==> config.mk <==
export PLATFORM = sky130hd
export DESIGN_NAME = vend_disp_scan
export DESIGN_NICKNAME = d
export VERILOG_FILES = /design/src/rtl/vend_disp_pkg.sv /design/src/rtl/vend_disp_scan_bcd_to_7seg.sv /design/src/rtl/vend_disp_scan.sv
export SDC_FILE = /design/constraint.sdc
export NUM_CORES = 1
export LEC_CHECK = 0
export CELL_PAD_IN_SITES_DETAIL_PLACEMENT = 1
export CELL_PAD_IN_SITES_GLOBAL_PLACEMENT = 2
export CORE_UTILIZATION = 37
export DETAILED_ROUTE_END_ITERATION = 10
export GPL_TIMING_DRIVEN = 1
export PLACE_DENSITY = 0.92
export SYNTH_ARGS = -nofsm -noshare
export SYNTH_HDL_FRONTEND = slang
export SYNTH_SLANG_ARGS = --single-unit
==> constraint.sdc <==
create_clock -name clk -period 4.1 [get_ports clk]
set_input_delay 0.82 -clock clk [delete_from_list [all_inputs] [get_ports clk]]
set_output_delay 0.82 -clock clk [all_outputs]
set_load 0.02 [all_outputs]
==> src/rtl/vend_disp_pkg.sv <==
`default_nettype none
// +------------------------------------------------------------------+
// | vend_disp_pkg : shared constants for the 4-digit display driver  |
// | Revision 1.0                                                      |
// +------------------------------------------------------------------+
package vend_disp_pkg;

  localparam int NUM_DIGITS = 4;

  // Segment vector is active-low, ordered g f e d c b a (bit0 = a)
  localparam int SEG_A_BIT = 0;
  localparam int SEG_G_BIT = 6;
  localparam int SEG_W     = SEG_G_BIT - SEG_A_BIT + 1;

  localparam logic [SEG_W-1:0] SEG_0     = 7'b1000000;
  localparam logic [SEG_W-1:0] SEG_1     = 7'b1111001;
  localparam logic [SEG_W-1:0] SEG_2     = 7'b0100100;
  localparam logic [SEG_W-1:0] SEG_3     = 7'b0110000;
  localparam logic [SEG_W-1:0] SEG_4     = 7'b0011001;
  localparam logic [SEG_W-1:0] SEG_5     = 7'b0010010;
  localparam logic [SEG_W-1:0] SEG_6     = 7'b0000010;
  localparam logic [SEG_W-1:0] SEG_7     = 7'b1111000;
  localparam logic [SEG_W-1:0] SEG_8     = 7'b0000000;
  localparam logic [SEG_W-1:0] SEG_9     = 7'b0010000;
  localparam logic [SEG_W-1:0] SEG_DASH  = 7'b0111111;
  localparam logic [SEG_W-1:0] SEG_BLANK = 7'b1111111;

endpackage
`default_nettype wire

==> src/rtl/vend_disp_scan_bcd_to_7seg.sv <==
`default_nettype none
// +------------------------------------------------------------------+
// | bcd_to_7seg : BCD digit to active-low segment pattern, with blank |
// | Revision 1.0                                                      |
// +------------------------------------------------------------------+
module bcd_to_7seg
  import vend_disp_pkg::*;
(
  input  logic [3:0]       bcd,
  input  logic             blank,
  output logic [SEG_W-1:0] seg
);

  always_comb begin
    seg = SEG_DASH;
    if (blank) begin
      seg = SEG_BLANK;
    end else begin
      case (bcd)
        4'd0:    seg = SEG_0;
        4'd1:    seg = SEG_1;
        4'd2:    seg = SEG_2;
        4'd3:    seg = SEG_3;
        4'd4:    seg = SEG_4;
        4'd5:    seg = SEG_5;
        4'd6:    seg = SEG_6;
        4'd7:    seg = SEG_7;
        4'd8:    seg = SEG_8;
        4'd9:    seg = SEG_9;
        default: seg = SEG_DASH;
      endcase
    end
  end

endmodule
`default_nettype wire

==> src/rtl/vend_disp_scan.sv <==
`default_nettype none
// +------------------------------------------------------------------+
// | vend_disp_scan : 4-digit 7-seg scan driver with load, LZB, blink  |
// | Revision 1.0                                                      |
// +------------------------------------------------------------------+
module vend_disp_scan
  import vend_disp_pkg::*;
#(
  parameter int REFRESH_DIV  = 100000,
  parameter int BLINK_FRAMES = 125
) (
  input  logic                    clk,
  input  logic                    rst_n,
  input  logic                    load_valid,
  output logic                    load_ready,
  input  logic [4*NUM_DIGITS-1:0] digits_in,
  input  logic                    lzb_en,
  input  logic                    blink_en,
  output logic [SEG_W-1:0]        seg_x1,
  output logic [SEG_W-1:0]        seg_x2,
  output logic [SEG_W-1:0]        seg_x3,
  output logic [SEG_W-1:0]        seg_x4,
  output logic [1:0]              sel,
  output logic [NUM_DIGITS-1:0]   an
);

  localparam int PW = (REFRESH_DIV > 1) ? $clog2(REFRESH_DIV) : 1;
  localparam int FW = $clog2(BLINK_FRAMES + 1);
  localparam logic [PW-1:0] c_presc_last = PW'(REFRESH_DIV - 1);
  localparam logic [FW-1:0] c_frame_last = FW'(BLINK_FRAMES - 1);

  logic [PW-1:0]              r_presc;
  logic [1:0]                 r_sel;
  logic [NUM_DIGITS-1:0]      r_an;
  logic                       r_pend;
  logic [4*NUM_DIGITS-1:0]    r_pend_val;
  logic [4*NUM_DIGITS-1:0]    r_active;
  logic                       r_phase;
  logic [FW-1:0]              r_frame_cnt;
  logic [SEG_W-1:0]           r_seg [NUM_DIGITS];

  logic [SEG_W-1:0]           w_seg [NUM_DIGITS];
  logic                       w_tick;
  logic                       w_frame;
  logic                       w_phase_nxt;
  logic [1:0]                 w_sel_nxt;
  logic [NUM_DIGITS-1:0]      w_blank;
  logic [NUM_DIGITS-1:0]      w_an_nxt;

  assign w_tick      = (r_presc == c_presc_last);
  assign w_frame     = w_tick && (r_sel == 2'd3);
  assign w_sel_nxt   = w_tick ? r_sel + 2'd1 : r_sel;
  assign w_phase_nxt = (w_frame && (r_frame_cnt == c_frame_last)) ? ~r_phase : r_phase;

  // A digit is blanked while it and every digit to its left are zero
  always_comb begin : p_blank
    logic lead;
    lead    = lzb_en;
    w_blank = '0;
    for (int k = NUM_DIGITS - 1; k > 0; k--) begin
      lead       = lead && (r_active[4*k +: 4] == 4'd0);
      w_blank[k] = lead;
    end
  end

  // Anodes track the post-edge select so sel and an move together
  assign w_an_nxt = (w_blank[w_sel_nxt] || (blink_en && w_phase_nxt))
                  ? '1 : ~(NUM_DIGITS'(1) << w_sel_nxt);

  always_ff @(posedge clk or negedge rst_n) begin
    if (!rst_n) begin
      r_presc     <= '0;
      r_sel       <= 2'd0;
      r_an        <= '1;
      r_phase     <= 1'b0;
      r_frame_cnt <= '0;
    end else begin
      r_presc <= w_tick ? '0 : r_presc + PW'(1);
      r_sel   <= w_sel_nxt;
      r_an    <= w_an_nxt;
      r_phase <= w_phase_nxt;
      if (w_frame) begin
        r_frame_cnt <= (r_frame_cnt == c_frame_last) ? '0 : r_frame_cnt + FW'(1);
      end
    end
  end

  // Values land in the pending register and only reach the display at a frame edge
  always_ff @(posedge clk or negedge rst_n) begin
    if (!rst_n) begin
      r_pend     <= 1'b0;
      r_pend_val <= '0;
      r_active   <= '0;
    end else if (r_pend) begin
      if (w_frame) begin
        r_active <= r_pend_val;
        r_pend   <= 1'b0;
      end
    end else if (load_valid) begin
      r_pend_val <= digits_in;
      r_pend     <= 1'b1;
    end
  end

  for (genvar k = 0; k < NUM_DIGITS; k++) begin : g_dig
    bcd_to_7seg u_dec (
      .bcd   (r_active[4*k +: 4]),
      .blank (w_blank[k]),
      .seg   (w_seg[k])
    );
  end

  always_ff @(posedge clk or negedge rst_n) begin
    if (!rst_n) begin
      for (int k = 0; k < NUM_DIGITS; k++) r_seg[k] <= SEG_BLANK;
    end else begin
      for (int k = 0; k < NUM_DIGITS; k++) r_seg[k] <= w_seg[k];
    end
  end

  assign load_ready = !r_pend;
  assign sel        = r_sel;
  assign an         = r_an;
  assign seg_x1     = r_seg[0];
  assign seg_x2     = r_seg[1];
  assign seg_x3     = r_seg[2];
  assign seg_x4     = r_seg[3];

endmodule
`default_nettype wire

# After elaboration in Yosys (flattened, before gate mapping)

Memory sizes are Yosys's and may differ from the RTL's. A register that Yosys moved wholly into a read port is not among the register bits.
Cells that the tools add are included.

Logic and storage cells: 53
Input bits: 21
Memory bits (read-only): 448
Register bits after elaboration: 85
Output and inout port bits: 35
Memories kept: 4

Magnitude comparators: 1
Equal/unequal tests: 3
Reductions and logical operators: 14
Bitwise operators: 3
Shifts and indexed selects: 1
Mux-type cells: 13
Add/subtract/negate cells: 3

Memories:

| name            | depth | width | read ports | clocked after Yosys merged registers in | write ports | RTL line                         | source |
|---|---|---|---|---|---|---|---|
| (no name shown) | 16    | 7     | 1          | 1                                       | 0           | vend_disp_scan_bcd_to_7seg.sv:19 | `case (bcd)` |
| (no name shown) | 16    | 7     | 1          | 0                                       | 0           | vend_disp_scan_bcd_to_7seg.sv:19 |  |
| (no name shown) | 16    | 7     | 1          | 0                                       | 0           | vend_disp_scan_bcd_to_7seg.sv:19 |  |
| (no name shown) | 16    | 7     | 1          | 0                                       | 0           | vend_disp_scan_bcd_to_7seg.sv:19 |  |

Operators by type and width:

| kind                                                       | number |
|---|---|
| two-way mux 7 bit                                          | 4 |
| adder 17 x 1 -> 17 bit, second input constant              | 1 |
| == test 17 bit, second input constant                      | 1 |
| two-way mux 17 bit                                         | 1 |
| logical NOT 4 bit                                          | 3 |
| adder 7 x 1 -> 7 bit, second input constant                | 1 |
| == test 7 bit, second input constant                       | 1 |
| logical AND 1 bit                                          | 6 |
| two-way mux 1 bit                                          | 5 |
| two-way mux 4 bit                                          | 1 |
| NOT 4 bit                                                  | 1 |
| AND reduction 2 bit                                        | 2 |
| << shifter 1 x 2 -> 4 bit, first input constant            | 1 |
| less-than comparator 2 x 3 -> 1 bit, second input constant | 1 |
| adder 2 x 1 -> 2 bit, second input constant                | 1 |
| binary-select mux 1 bit (select 2 bit)                     | 1 |
| == test 2 bit, second input constant                       | 1 |
| logical NOT 1 bit                                          | 2 |
| two-way mux 2 bit                                          | 1 |
| NOT 1 bit                                                  | 2 |
| logical OR 1 bit                                           | 1 |

# Depth between registers and ports, before layout

Gate-level depths: netlist of run 1.

Depth in word-level cells: 8
Depth in mapped cells: 7
Mapped depth without buffers: 6

# Hierarchy

From an unflattened synthesis of run 1, not the netlist that was laid out.

Cells, all modules: 390
Area, all modules: 4,481.8 um^2

By module, submodules not included:

| module         | instances | area each (um^2) | sequential area each (um^2) | cells each |
|---|---|---|---|---|
| vend_disp_scan | 1         | 3,550.9          | 2,342.2                     | 250 |
| bcd_to_7seg    | 4         | 232.7            | 0.0                         | 35 |

# Least setup slack after synthesis of run 1

No wires, ideal clock.

Kind: input to register
Start: input port load_valid
End: register r_pend_val[10]
Setup time: 125 ps
Arrival: 1,763 ps
Required time: 3,975 ps
Buffers on the path: 2
Slack: 2,212 ps
Cell stages on the path: 4
Path through: nor2b_1 > clkbuf_1 > buf_2 > mux2_2

Longest elaborated chain between the ends: 1

RTL lines:

| what                                 | RTL line              | source |
|---|---|---|
| from (decl)                          | vend_disp_scan.sv:14  | `input logic load_valid,` |
| AND reduction 2 bit (no source line) | -                     |  |
| to (signal assigned)                 | vend_disp_scan.sv:100 | `r_pend_val <= digits_in;` |
| to (decl)                            | vend_disp_scan.sv:36  | `logic [4*NUM_DIGITS-1:0] r_pend_val;` |

No other way between the ends.
A chain may end at the register's enable or synchronous reset.

# Worst setup path after layout of run 1

Start: input port lzb_en
End: register r_seg (netlist bit seg_x2[0])

Longest elaborated chain between the ends: 4

RTL lines:

| what                           | RTL line                         | source |
|---|---|---|
| from (decl)                    | vend_disp_scan.sv:17             | `input logic lzb_en,` |
| logical AND 1 bit (3 in a row) | vend_disp_scan.sv:61             | `lead = lead && (r_active[4*k +: 4] == 4'd0);` |
| two-way mux 7 bit              | vend_disp_scan_bcd_to_7seg.sv:16 | `if (blank) begin` |
| via g_dig[1].u_dec.seg[0]      | vend_disp_scan_bcd_to_7seg.sv:11 | `output logic [SEG_W-1:0] seg` |
| to (decl)                      | vend_disp_scan.sv:40             | `logic [SEG_W-1:0] r_seg [NUM_DIGITS];` |

The timed path passes the listed nets, and every way through them passes these cells.

==> flow_metrics.py, run 1 <==
metrics = {
    "outcome": {
        "status": "finished, violations left",
        "violations": "DRC",
    },
    "logic_synthesis": {
        "synthFlopType": "dfrtp_1",
        "ys_ff_latch": 92,
        "avgSynthCellArea_um2": 11.47,
        "ys_warn_count": 0,
        "synthArstFlopShare": 1.000,
        "synth.distinct_cells": 53,
        "netlist_area_mm2": 0.004428,
        "synth-edff-count": 0,
        "synth_nets": 428,
        "yosysSeqAreaShare": 0.5290,
        "netlist_instances": 386,
    },
    "worst_setup_path": {
        "timing.rr.start": "r_active[13]",
        "arrival_ps": 2780,
        "startpoint_type": "input pin",
        "crit_path_max_fanout": 10,
        "worstSetupPathType": "in2reg",
        "crit_required_ps": 4340,
        "startpoint": "lzb_en",
        "cp-end-kind": "flip-flop",
        "r2r_setup_slack_ps": 1720,
    },
    "placement": {
        "dpl_worst_slack_ps": 1234,
        "dp_hpwl_um": 6799,
        "port-buffer-count": 55,
        "place.gp.congestion": 0.7723,
    },
    "routing": {
        "drt_iter0_markers": 89,
        "drt-wirelength-per-cell_um": 16.43,
        "routed_wl_um": 9644,
        "ant_nets": 0,
        "dr.pass1.iters": 7,
        "post-route-drc-count": 6,
        "vias": 3092,
        "vias_per_cell": 5.267,
    },
    "timing": {
        "drv_slew": 0,
        "fmax_ghz": 0.3937,
        "setup_ws_ps": 1560,
        "setup_viol": 0,
        "fin_tns_setup_ps": 0,
        "finalCritPeriodShare": 0.6195,
        "relSlewSlack": 0.4371,
        "hold_viol": 0,
        "fin_hold_ws_ps": 497.4,
        "fin_skew_ps": 6.220,
        "post-route-min-period_ps": 2540,
        "tightest_slew_ps": 844.3,
        "rsz0062_at_grt": "no",
    },
    "clock_tree": {
        "cts.sinks": 92,
        "clk_latency_ps": 340,
        "post_cts_buffers": 0,
        "cts_root_buf": "clkbuf_16",
        "cts_buffers": 9,
        "cts.reportedPaths.clkPinSlew_ps": 60,
        "cts_resized": 0,
        "tritoncts": "yes",
        "htree_levels": 3,
        "cts_max_path_buffers": 2,
        "ctsHoldBuffers": 0,
    },
    "cells_and_area": {
        "areaGrowthSynthToFinish_pct": 21.14,
        "drive_gt1_frac": 0.2072,
        "final_nets": 481,
        "diodes": 0,
        "post-route-util": 0.4658,
    },
    "die": {
        "design.die.area_mm2": 0.01241,
        "rows": 39,
        "start_util": 0.3845,
        "die_w_um": 111.4,
        "io_pins": 56,
        "die_h_um": 111.4,
        "core_area_mm2": 0.01152,
    },
    "grt": {
        "busiest_layer": "met2",
        "met3_usage": 0.03321,
        "grt_pass1_vias": 3289,
        "gr-total-overflow": 0,
        "antenna_found_initial": 0,
        "grt.met1_usage": 0.2130,
        "grt_max_degree": 70,
        "grt_pass1_wl_um": 16500,
        "met2_usage": 0.2838,
        "grt_usage": 0.1662,
    },
    "power_and_ir_drop": {
        "ir_drop_mv": 0.1786,
        "leakagePower_uw": 0.002325,
        "p_total_uw": 1841,
        "powerDensity_mw_per_mm2": 343.2,
    },
    "hold_path": {
        "hold_path.class": "reg2reg",
        "min_from": "r_presc[0]",
    },
    "flow_run": {
        "cap_viol_max_count": 0,
    },
}
worst max-delay path, stage by stage:
cell and delay [ps]:
clkdlybuf4s50_1 530, nand4bb_1 370, nor3_1 630, a31oi_1 270, o21ai_0 160
sequential cells by signal (all words and copies together) (netlist names):
| register | count |
|---|---|
| sel | 2 |
| seg_x1 | 7 |
| seg_x3 | 7 |
| r_frame_cnt | 7 |
| r_pend_val | 16 |
| r_active | 16 |
| r_pend | 1 |
| an | 4 |
| r_phase | 1 |
| seg_x2 | 7 |
| r_presc | 17 |
| seg_x4 | 7 |
where the power goes:
part / internal (µW) / switching, µW / leakage, µW
clock network: 427 / 354 / 0.000138
registers: 945 / 14.0 / 0.00112
logic: 52.2 / 48.8 / 0.00106
total: 1420 / 417 / 0.00233
cell families (layout without fill, tap and decap cells):
family	Yosys count	count (layout)	synth area share
and+or+nand+nor	97	97	0.1263
DFF	92	92	0.5290
AOI/OAI and AO/OA	81	81	0.1133
buffers and inverters	44	102	0.04380
muxes	37	37	0.1006
adders and majority gates	21	21	0.05934
xor gates and xnor gates	14	14	0.02769
metal layers:
layer	share of wire	wire length (µm)
met2	0.50	4777
met3	0.027	262
met5	0	0
met4	0.010	98
met1	0.47	4506
layout make-up:
| type | count | area [µm²] |
|---|---|---|
| tap | 143 | 178.9 |
| sequential | 92 | 2342 |
| inverter | 29 | 108.9 |
| clock buffer | 10 | 239.0 |
| clock inverter | 6 | 40.04 |
| timing repair buffer | 57 | 563.0 |
| multi-input combinational | 250 | 1892 |
| fill | 1261 | 6152 |
stage by stage:
stage                     cells  area (µm²)
after floorplan             386        4428
after global placement      571        5085
after detailed placement    571        5085
after CTS                   587        5364
after global routing        587        5364
final                       587        5364
Yosys cell counts (all sizes together), types with 8 or more instances:
| cell | n | area, µm² |
|---|---|---|
| dfrtp | 60 | 1501 |
| mux2 | 33 | 405.4 |
| dfstp | 32 | 840.8 |
| inv | 29 | 108.9 |
| o21ai | 24 | 120.1 |
| nor2 | 23 | 86.33 |
| ha | 21 | 262.8 |
| a21oi | 18 | 90.09 |
| nand2 | 18 | 67.56 |
| nand3 | 11 | 67.57 |
| a31oi | 10 | 62.56 |
| clkbuf | 8 | 30.03 |
| xnor2 | 8 | 70.07 |
cells in the final DEF, fill, tap and decap left out, types with 2 or more instances in the layout:
cell type         n
nor4_1            2
o211ai_1          4
a21o_1            3
nor2_1           23
clkbuf_16         9
ha_1             21
buf_4             3
inv_1            28
nand3_1          10
xor2_1            6
nand4bb_1         2
xnor2_1           8
and4_1            3
mux2_4            9
and2_1            2
o31ai_1           7
nor3_1            3
o21a_1            2
o21ai_0          24
nand2b_1          4
mux2i_1           4
mux2_2           24
a31o_2            2
or3_1             4
and3_1            6
o311ai_0          2
nor2b_1           4
a31oi_1          10
a21oi_1          18
dfstp_2          32
clkinv_2          3
dfrtp_1          60
a211oi_1          2
clkdlybuf4s50_1  54
nand4_1           7
clkinv_4          2
o2bb2ai_1         2
nand2_1          18
final timing paths:
check | cells past startpoint | end
max in group asynchronous | 2 | seg_x3[0]
min in group asynchronous | 1 | r_active[11]
worst max register to register | 6 | seg_x2[0]
worst max-delay path | 5 | seg_x2[0]
worst min register to register | 1 | r_presc[0]
worst min-delay path | 1 | r_presc[0]
Note: power is estimated with default switching activity, not from simulation.
==> inputs of run 2 (changes only) <==
Clock period 4.1 ns to 2.55 ns, I/O delays scaled along.
==> flow_metrics.py, run 2 (synthesis results as in run 1) <==
metrics = {
    "routing": {
        "post-route-drc-count": 7,
        "drt_iter0_markers": 85,
        "drt-wirelength-per-cell_um": 16.73,
        "vias": 3107,
        "routed_wl_um": 9868,
        "dr.pass1.iters": 7,
        "vias_per_cell": 5.266,
        "ant_nets": 0,
    },
    "worst_setup_path": {
        "startpoint_type": "flip-flop",
        "cp_slowest_stage_delay_ps": 590,
        "crit_family": "simple AND/OR/NAND/NOR gates",
        "crit_path_max_fanout": 7,
        "slowest_stage": "nor3_1",
        "worstSetupPathType": "reg2reg",
        "crit_required_ps": 2800,
        "cp_cell_sequence": "inv_1, ha_1, nand4bb_1, nor3_1, a31oi_1, o21ai_0",
        "arrival_ps": 2380,
        "path_buf_inv": 1,
        "cp-end-kind": "flip-flop",
    },
    "power_and_ir_drop": {
        "leakagePower_uw": 0.002367,
        "ir_drop_mv": 0.3062,
        "powerDensity_mw_per_mm2": 581.2,
    },
    "grt": {
        "grt_max_degree": 42,
        "grt_pass1_wl_um": 16680,
        "gr-total-overflow": 0,
        "antenna_found_initial": 0,
        "grt_usage": 0.1714,
        "grt_pass1_vias": 3390,
    },
    "clock_tree": {
        "cts.sinks": 92,
        "tritoncts": "yes",
        "cts_root_buf": "clkbuf_16",
        "ctsHoldBuffers": 0,
        "htree_levels": 3,
        "cts_buffers": 9,
        "cts_resized": 0,
        "post_cts_buffers": 0,
        "cts.reportedPaths.clkPinSlew_ps": 70,
        "cts_max_path_buffers": 2,
        "clk_latency_ps": 340,
    },
    "placement": {
        "place.gp.congestion": 0.7876,
        "port-buffer-count": 55,
        "dp_hpwl_um": 6865,
    },
    "die": {
        "die_w_um": 111.4,
        "core_area_mm2": 0.01152,
        "io_pins": 56,
        "start_util": 0.3845,
        "design.die.area_mm2": 0.01241,
        "die_h_um": 111.4,
        "rows": 39,
    },
    "cells_and_area": {
        "reg_top3": "r_presc (17), r_active (16), r_pend_val (16)",
        "final_common_cell": "dfrtp_1",
        "largest_reg_flops": 17,
        "top_register": "r_presc",
        "diodes": 0,
        "drive_gt1_frac": 0.2125,
        "areaGrowthSynthToFinish_pct": 22.89,
        "final_cell_mix": "dfrtp_1, clkdlybuf4s50_1, dfstp_2",
        "final_nets": 484,
    },
    "timing": {
        "tightest_slew_ps": 690.9,
        "fin_hold_ws_ps": 129.5,
        "rsz0062_at_grt": "no",
        "drv_slew": 0,
        "fin_skew_ps": 5.588,
        "fmax_ghz": 0.4704,
        "relSlewSlack": 0.5358,
        "post-route-min-period_ps": 2126,
        "hold_viol": 0,
        "fin_tns_setup_ps": 0,
        "finalCritPeriodShare": 0.8336,
        "setup_viol": 0,
    },
    "outcome": {
        "violations": "DRC",
        "status": "finished, violations left",
    },
    "flow_run": {
        "cap_viol_max_count": 0,
    },
    "hold_path": {
        "hold_path.class": "in2async",
    },
}
run 2: cell count changes in the layout (fill, tap and decap cells not counted):
cell and change:
clkinv_2 -1, clkinv_4 -2, buf_4 +2, buf_12 +1
bufinv_16 +2, clkbuf_8 -1, clkinvlp_4 -1, inv_6 +3
run 2: worst paths after layout:
kind,start,to,slack (ps),cells after the start
max in group asynchronous,rst_n,seg_x2[1],1760,2
worst max register to register,r_active[13],seg_x2[1],420,6
worst min-delay path,rst_n,r_active[14],130,1
worst min register to register,r_presc[0],r_presc[0],480,1
min in group clk,r_presc[0],r_presc[0],480,1
worst max-delay path,r_active[13],seg_x2[1],420,6
run 2: per-stage QoR:
stage / setup WS, ps / util / cells / area [µm²] / power (µW)
2_1_floorplan: 731.4 / - / 386 / 4428 / 1626
3_3_place_gp: 334.9 / 0.4446 / 574 / 5120 / 1732
3_5_place_dp: 200.2 / 0.4446 / 574 / 5120 / 1741
4_1_cts: 422.3 / 0.4725 / 590 / 5441 / 3203
5_1_grt: 260.7 / 0.4725 / 590 / 5441 / 3276
6_report: 424.3 / 0.4725 / 590 / 5441 / 3162
run 2: per-layer routing:
layer | track usage | vias to the layer above | routed length (µm)
met5 | 0 | - | 0
met1 | 0.2132 | 1572 | 4383
met2 | 0.2950 | 46 | 5044
li1 | - | 1477 | -
met3 | 0.03103 | 12 | 272
met4 | 0.06937 | 0 | 167
run 2: layout make-up:
class                   count  area, µm²
repair buffers             60      598.1
flip-flops and latches     92       2342
well taps                 143      178.9
clock buffers               9      225.2
fillers                  1243       6075
multi-input cells         250       1892
clock inverters             7      96.34
inverters                  29      108.9
run 2: report_power, final:
group / switching (µW) / total [µW] / internal, µW
Clock: 586 / 1450 / 866
Combinational: 80.0 / 168 / 88.0
Sequential: 23.3 / 1540 / 1520
Total: 689 / 3160 / 2470
